`config.mk`:
```
export PLATFORM = sky130hd
export DESIGN_NAME = seq_multiplier_flat
export DESIGN_NICKNAME = d
export VERILOG_FILES = /design/src/rtl/seq_multiplier_if.sv /design/src/rtl/seq_multiplier.sv /design/src/flat_wrapper.sv
export SDC_FILE = /design/constraint.sdc
export NUM_CORES = 1
export LEC_CHECK = 0
export ABC_AREA = 1
export CORE_MARGIN = 2
export CORE_UTILIZATION = 55
export CTS_BUF_LIST = sky130_fd_sc_hd__clkbuf_16
export DETAILED_ROUTE_END_ITERATION = 6
export GPL_TIMING_DRIVEN = 0
export PLACE_DENSITY = 0.83
export SETUP_SLACK_MARGIN = 0.3
export SLEW_MARGIN = 10
export SYNTH_ARGS = -nofsm -noshare
export SYNTH_HDL_FRONTEND = slang
export SYNTH_SLANG_ARGS = --single-unit
```
`constraint.sdc`:
```
create_clock -name wb_clk_i -period 2.7 [get_ports wb_clk_i]
set_clock_uncertainty 0.05 [all_clocks]
set_input_delay 0.675 -clock wb_clk_i [delete_from_list [all_inputs] [get_ports wb_clk_i]]
set_output_delay 0.675 -clock wb_clk_i [all_outputs]
set_load 0.02 [all_outputs]
```
`src/rtl/seq_multiplier_if.sv`:
```
// Operand/result bundle for seq_multiplier: start request, operands, busy/done status and product.
// The master drives the request side; the multiplier is the slave.
interface seq_multiplier_if #(
    parameter int WIDTH = 8
);
    logic                 start_i;
    logic                 signed_i;
    logic [WIDTH-1:0]     a_i;
    logic [WIDTH-1:0]     b_i;
    logic                 busy_o;
    logic                 done_o;
    logic [2*WIDTH-1:0]   product_o;

    modport master (
        output start_i, signed_i, a_i, b_i,
        input  busy_o, done_o, product_o
    );

    modport slave (
        input  start_i, signed_i, a_i, b_i,
        output busy_o, done_o, product_o
    );
endinterface

```
`src/rtl/seq_multiplier.sv`:
```
// Radix-2 shift-add sequential multiplier: WIDTH iterations per operation, one-cycle done pulse.
// Define SEQ_MULT_SIGNED_EN to add two's-complement support (selected per operation by signed_i).
module seq_multiplier #(
    parameter int WIDTH = 8
) (
    input  logic              wb_clk_i,
    input  logic              wb_rst_i,
    seq_multiplier_if.slave   bus
);
    localparam int CNT_W = $clog2(WIDTH) + 1;
    localparam int ACC_W = 2 * WIDTH + 1;

    typedef enum logic [1:0] {
        S_IDLE = 2'd0,
        S_RUN  = 2'd1,
        S_DONE = 2'd2
    } state_t;

    state_t               r_state;
    state_t               w_next_state;
    logic [WIDTH-1:0]     r_mcand;
    logic [ACC_W-1:0]     r_acc;
    logic [CNT_W-1:0]     r_cnt;
    logic [2*WIDTH-1:0]   r_product;

    logic                 w_accept;
    logic                 w_last;
    logic [WIDTH:0]       w_sum;
    logic [ACC_W-1:0]     w_acc_next;
    logic [2*WIDTH-1:0]   w_result;
    logic [WIDTH-1:0]     w_a_mag;
    logic [WIDTH-1:0]     w_b_mag;

    assign w_last = (r_cnt == CNT_W'(WIDTH - 1));

    always_ff @(posedge wb_clk_i) begin
        if (wb_rst_i) begin
            r_state <= S_IDLE;
        end else begin
            r_state <= w_next_state;
        end
    end

    // NOTE: every always_comb output gets a default first so no path can infer a latch.
    always_comb begin
        w_next_state = r_state;
        w_accept     = 1'b0;
        case (r_state)
            S_IDLE: begin
                if (bus.start_i) begin
                    w_next_state = S_RUN;
                    w_accept     = 1'b1;
                end
            end
            S_RUN: begin
                if (w_last) begin
                    w_next_state = S_DONE;
                end
            end
            S_DONE: begin
                if (bus.start_i) begin
                    w_next_state = S_RUN;
                    w_accept     = 1'b1;
                end else begin
                    w_next_state = S_IDLE;
                end
            end
            default: w_next_state = S_IDLE;
        endcase
    end

    // Multiplier sits in the low half of the accumulator and shifts out as the product shifts in.
    assign w_sum      = r_acc[ACC_W-1:WIDTH] + (r_acc[0] ? {1'b0, r_mcand} : '0);
    assign w_acc_next = {1'b0, w_sum, r_acc[WIDTH-1:1]};

`ifdef SEQ_MULT_SIGNED_EN
    logic r_neg;
    logic w_neg;

    // Magnitude of -2^(WIDTH-1) is 2^(WIDTH-1), which still fits WIDTH unsigned bits.
    assign w_a_mag  = (bus.signed_i && bus.a_i[WIDTH-1]) ? -bus.a_i : bus.a_i;
    assign w_b_mag  = (bus.signed_i && bus.b_i[WIDTH-1]) ? -bus.b_i : bus.b_i;
    assign w_neg    = bus.signed_i & (bus.a_i[WIDTH-1] ^ bus.b_i[WIDTH-1]);
    assign w_result = r_neg ? -w_acc_next[2*WIDTH-1:0] : w_acc_next[2*WIDTH-1:0];

    always_ff @(posedge wb_clk_i) begin
        if (wb_rst_i) begin
            r_neg <= 1'b0;
        end else if (w_accept) begin
            r_neg <= w_neg;
        end
    end
`else
    assign w_a_mag  = bus.a_i;
    assign w_b_mag  = bus.b_i;
    assign w_result = w_acc_next[2*WIDTH-1:0];
`endif

    always_ff @(posedge wb_clk_i) begin
        if (wb_rst_i) begin
            r_mcand   <= '0;
            r_acc     <= '0;
            r_cnt     <= '0;
            r_product <= '0;
        end else if (w_accept) begin
            r_mcand <= w_a_mag;
            r_acc   <= {{(WIDTH + 1){1'b0}}, w_b_mag};
            r_cnt   <= '0;
        end else if (r_state == S_RUN) begin
            r_acc <= w_acc_next;
            r_cnt <= r_cnt + CNT_W'(1);
            if (w_last) begin
                r_product <= w_result;
            end
        end
    end

    assign bus.busy_o    = (r_state == S_RUN);
    assign bus.done_o    = (r_state == S_DONE);
    assign bus.product_o = r_product;
endmodule

```
`src/flat_wrapper.sv`:
```
// flat-port wrapper written by rule: the top's interface ports become plain ports
module seq_multiplier_flat 
#(
    parameter int WIDTH = 8
)
  (wb_clk_i, wb_rst_i, bus_start_i, bus_signed_i, bus_a_i, bus_b_i, bus_busy_o, bus_done_o, bus_product_o);
  seq_multiplier_if #(.WIDTH(WIDTH)) bus_i ();
  input  logic wb_clk_i;
  input  logic wb_rst_i;
  input wire logic [$bits(bus_i.start_i)-1:0] bus_start_i;
  input wire logic [$bits(bus_i.signed_i)-1:0] bus_signed_i;
  input wire logic [$bits(bus_i.a_i)-1:0] bus_a_i;
  input wire logic [$bits(bus_i.b_i)-1:0] bus_b_i;
  output wire logic [$bits(bus_i.busy_o)-1:0] bus_busy_o;
  output wire logic [$bits(bus_i.done_o)-1:0] bus_done_o;
  output wire logic [$bits(bus_i.product_o)-1:0] bus_product_o;
  assign bus_i.start_i = bus_start_i;
  assign bus_i.signed_i = bus_signed_i;
  assign bus_i.a_i = bus_a_i;
  assign bus_i.b_i = bus_b_i;
  assign bus_busy_o = bus_i.busy_o;
  assign bus_done_o = bus_i.done_o;
  assign bus_product_o = bus_i.product_o;
  seq_multiplier #(.WIDTH(WIDTH)) u_core (.wb_clk_i(wb_clk_i), .wb_rst_i(wb_rst_i), .bus(bus_i));
endmodule
```
# Yosys cells after proc, flatten, opt, wreduce, memory -nomap -nowiden
# Cells that the tools add are included.
[word_totals]
ff_bits = 46
inputBits = 20
output_inout_bits = 18
elab_cells = 29
[op_classes]
addsub = 2
n_eq_ne = 5
muxes = 9
n_bitwise = 1
reduce_logical = 6
[ops]
columns = ["op", "count"]
rows = [
  ["two-way mux 8 bit", 3],
  ["adder 8 x 8 -> 9 bit", 1],
  ["one-hot mux 2 bit (3 select lines)", 1],
  ["adder 4 x 1 -> 4 bit, second input constant", 1],
  ["== test 4 x 3 -> 1 bit, second input constant", 1],
  ["two-way mux 2 bit", 2],
  ["OR reduction 2 bit", 2],
  ["two-way mux 1 bit", 3],
  ["AND reduction 3 bit", 1],
  ["== test 2 x 1 -> 1 bit, second input constant", 1],
  ["== test 2 bit, second input constant", 1],
  ["logical NOT 2 bit", 1],
  ["inequality test 2 x 1 -> 1 bit, second input constant", 1],
  ["inequality test 2 bit, second input constant", 1],
  ["AND reduction 2 bit", 1],
  ["nonzero test 2 bit", 1],
  ["NOT 1 bit", 1],
]

# Logic depth before layout (Yosys ltp)
[logic_depth]
depth_word = 5
ltp_mapped = 13
depth_no_buf = 12

# Least setup slack after synthesis
# No wires, ideal clock.
[synth_timing]
kind = "reg-to-reg"
start = "reg u_core.r_acc[0]"
end = "reg u_core.r_acc[13]"
setup_ns = 0.109
arrival_ns = 1.638
t_required_ns = 2.541
path_slack_ns = 0.904
path_stages_with_launch = 14
path_buffers = 1
synth_period_minus_slack_ns = 1.796
cell_sequence = "dfxtp_1 > clkbuf_1 > nand2_1 > inv_1 > ha_1 > fa_1 > nand2_1 > nand2_1 > nand3_1 > nand2_1 > nand2_1 > nand3_1 > nand2_1 > inv_1"
[synth_via]
elab_chain_cells = 2
[synth_lines]
columns = ["element", "line", "text"]
rows = [
  ["start, declared", "seq_multiplier.sv:22", "logic [ACC_W-1:0] r_acc;"],
  ["start signal, assigned", "seq_multiplier.sv:107", "r_acc <= {{(WIDTH + 1){1'b0}}, w_b_mag};"],
  ["start signal, assigned", "seq_multiplier.sv:110", "r_acc <= w_acc_next;"],
  ["two-way mux 8 bit", "seq_multiplier.sv:73", "assign w_sum = r_acc[ACC_W-1:WIDTH] + (r_acc[0] ? {1'b0, r_mcand} : '0);"],
  ["adder 8 x 8 -> 9 bit", "seq_multiplier.sv:73", ""],
]
# No other way between the ends.
# A chain may end at the register's enable or synchronous reset.

# Final worst setup path
[layout_timing]
start = "reg u_core.r_state[0]"
end = "out bus_busy_o"
[layout_via]
elab_chain_cells = 1
[layout_lines]
columns = ["element", "line", "text"]
rows = [
  ["start, declared", "seq_multiplier.sv:19", "state_t r_state;"],
  ["start signal, assigned", "seq_multiplier.sv:40", "r_state <= w_next_state;"],
  ["== test 2 x 1 -> 1 bit", "seq_multiplier.sv:118", "assign bus.busy_o = (r_state == S_RUN);"],
  ["end, declared", "flat_wrapper.sv:14", "output wire logic [$bits(bus_i.busy_o)-1:0] bus_busy_o;"],
]
# No other way between the ends.

==> flow_summary_export.csv <==
group,metric,value,unit
worst_hold_path,hp-start,"u_core.r_mcand[7]",
critical_path,cp_slowest_cell,"dfxtp_1",
power_and_ir_drop,power_per_cell_area,551,mW/mm²
grt,grtUsageTotal,25.1,%
logic_synthesis,netlist_top_cells_area,"dfxtp_1, nor2_1, nand2_1",
clock_network,cts-htree-levels,2,
job,maxCapViolCount,0,
logic_synthesis,ys_seq_area_share,42.4,%
clock_network,clk_pin_slew_worst_paths,0.06,ns
clock_network,clkSinkCount,46,
logic_synthesis,syn_area,0.00217,mm²
power_and_ir_drop,static-leakage-power,1.29,nW
die,coreArea,0.00372,mm²
critical_path,critPathLaunchType,"flop",
logic_synthesis,syn_inst,293,
grt,grt_first_pass_wirelength,8620,µm
drt,drc_errors,0,
drt,wire_per_inst,12.9,µm
grt,grt_max_degree,15,
timing,setup_viol,0,
drt,via_count,2007,
clock_network,cts-root-buf,"clkbuf_16",
drt,vias_per_cell,5.23,
layout,final_nets,365,
logic_synthesis,synth_edf_count,0,
logic_synthesis,synth.distinct_cells,30,
timing,max-slew-margin-rel,72.0,%
die,die_w,66.8,µm
critical_path,path_delay_family,"buffers and inverters",
critical_path,max_stage_delay,0.36,ns
worst_hold_path,hold_class,"reg2reg",
critical_path,path_depth,4,
timing,fin_crit_sh,83.9,%
timing,max_freq,0.442,GHz
power_and_ir_drop,p_comb_share,12.4,%
logic_synthesis,ys_ff_latch,46,
run_status,status,"complete, no violations",
critical_path,cp_cell_sequence,"inv_2 > nor2_8 > buf_2 > dlygate4sd2_1",
logic_synthesis,syn-mean-instance-area,7.41,µm²
power_and_ir_drop,clockPowerShare,39.2,%
power_and_ir_drop,switching_power,376,µW
layout,syn2layout_area_growth,25.4,%
logic_synthesis,syn_nets,323,
logic_synthesis,synth.most_common_cell,"nor2_1",
timing,period_needed,2.26,ns
die,initial_core_util,58.4,%
grt,grt_pass1_vias,1914,
logic_synthesis,ys.flop_type,"dfxtp_1",
power_and_ir_drop,power.internal,1.12,mW
grt,antenna_found_initial,0,
timing,worstMarginPinSlew,0.421,ns
layout,n_antenna_cell,0,
logic_synthesis,yosysTopAreaCell,"dfxtp_1",
place,port_buffers,35,
layout,multi_input_area,0.00102,mm²
critical_path,worstSetupStartpoint,"u_core.r_state[0]",
logic_synthesis,yosysWarningCount,0,
critical_path,cp.arrival,1.54,ns
critical_path,worstPathMaxFanout,10,
clock_network,cts-buffers-inserted,5,
layout,ff_latch_area,921,µm²
die,rows,22,
logic_synthesis,yosys-top-cells-count,"nor2_1, dfxtp_1, nand2_1",
power_and_ir_drop,p_seq_share,48.4,%
grt,grt-ovfl-total,0,
critical_path,cp_num_buf_inv,3,
timing,maxSlewViolCount,0,
die,die_h,66.8,µm
worst_hold_path,holdPathStages,2,
drt,first_pass_iters,4,
layout,finish.utilization,73.2,%
die,dieArea,0.00447,mm²
timing,rsz0062_at_grt,"no",
critical_path,timing.rr.start,"u_core.r_acc[0]",
die,io_pins,38,
critical_path,cp-end-kind,"output pin",
critical_path,critical_path_class,"reg2out",
clock_network,clk_path_buf_depth,2,
place,hpwlAfterDp,3510,µm
drt,wl,4970,µm
timing,finalHoldViolations,0,
critical_path,cp.required,1.98,ns
timing,fin_setup_tns,0,ns
power_and_ir_drop,swShare,25.1,%
drt,postRouteAntennaNets,0,
clock_network,clkLatencyLatePin,0.28,ns
power_and_ir_drop,ir_worst_vdd,390,µV
layout,drive_gt1_share,8.33,%
logic_synthesis,synthArstFlopShare,0,%
layout,fillCellCount,310,
critical_path,rr_worst_depth,13,
logic_synthesis,synth_top_cell_area_share,42.4,%
place,place.gp.congestion,0.937,
clock_network,cts_tree,"yes",
drt,drt_iter0_markers,128,
[power by group through the flow]
stage / clock network, mW / registers (mW) / logic [mW]
2_1_floorplan: 0 / 0.736 / 0.123
3_3_place_gp: 0 / 0.739 / 0.178
3_5_place_dp: 0 / 0.740 / 0.182
4_1_cts: 0.588 / 0.725 / 0.185
5_1_grt: 0.613 / 0.728 / 0.212
6_report: 0.587 / 0.725 / 0.186
[layer usage]
layer  vias to the layer above  wire, µm  part of all wire, %  global-route usage (%)
li1                       1033         -                    -                       -
met1                       906      2430                   49                    35.7
met2                        62      2210                   44                    39.0
met3                         6       273                  5.5                    3.89
met4                         0        55                  1.1                    7.91
met5                         -         0                    0                       0
[sequential cells by signal (all words and copies together), names as in the netlist]
name	flops
u_core.bus.product_o	16
u_core.r_acc	16
u_core.r_cnt	4
u_core.r_mcand	8
u_core.r_state	2
[cell type report]
class / count / area share, %
timing repair buffer: 35 / 12.8
inverter: 44 / 6.11
clock buffer: 5 / 4.60
buffer: 10 / 2.34
tap: 48 / 2.21
sequential: 46 / 33.8
multi-input combinational: 193 / 37.5
clock inverter: 3 / 0.598
[worst register-to-register path: stages (launching register included)]
cell	delay, ns
dfxtp_1	0.30
clkbuf_1	0.21
nand2_1	0.12
inv_1	0.05
ha_1	0.20
fa_1	0.41
nand2_1	0.09
nand2_1	0.10
nand3_1	0.12
nand2_1	0.06
nand2_1	0.07
nand3_1	0.07
nand2_1	0.07
inv_1	0.03
[worst paths after layout]
check | to | slack [ns]
worst max-delay path | bus_busy_o | 0.44
worst min-delay path | u_core.r_mcand[7] | 0.44
worst max register to register | u_core.r_acc[13] | 0.65
worst min register to register | u_core.r_mcand[7] | 0.44
[what timing repair did]
item                                    4_1_cts  5_1_grt
endpoints found under the setup margin        1        0
resized for setup                             1        0
hold buffers                                  0        0
buffers inserted                              0        0
[through the flow]
step                      hold WS [ns]  setup WS [ns]  power (mW)  cell area, µm²  std cells
after floorplan                  0.395          0.904       0.859            2170        293
after global placement           0.408          0.462       0.917            2580        376
after detailed placement         0.421          0.464       0.923            2580        376
after CTS                        0.430          0.445        1.50            2720        384
after global routing             0.463          0.369        1.55            2720        384
final                            0.436          0.436        1.50            2720        384
[cell usage in the layout (no fill, tap or decap), types with 2 or more instances in the layout]
master           count
nor2_1              50
nand2_1             46
dfxtp_1             46
inv_1               38
clkdlybuf4s50_1     34
o21ai_0             20
nand3_1             18
a21oi_1             14
ha_1                 9
o21ai_1              8
a221oi_1             7
inv_2                5
buf_2                5
clkbuf_16            5
o211ai_1             4
nand3b_1             3
or2_2                2
clkinv_2             2
buf_6                2
xor2_1               2
a211oi_1             2
[kinds of logic (layout without fill, tap and decap cells)]
group | after synthesis | in the layout | synth area share [%]
AND/OR/NAND/NOR | 125 | 125 | 25.1
AO/OA/AOI/OAI | 56 | 56 | 14.9
XOR/XNOR | 2 | 2 | 0.807
buffers and inverters | 54 | 97 | 10.6
adder cells (fa/ha/maj) | 10 | 10 | 6.11
flip-flops | 46 | 46 | 42.4
No activity file was read; power rests on OpenSTA's default activity.
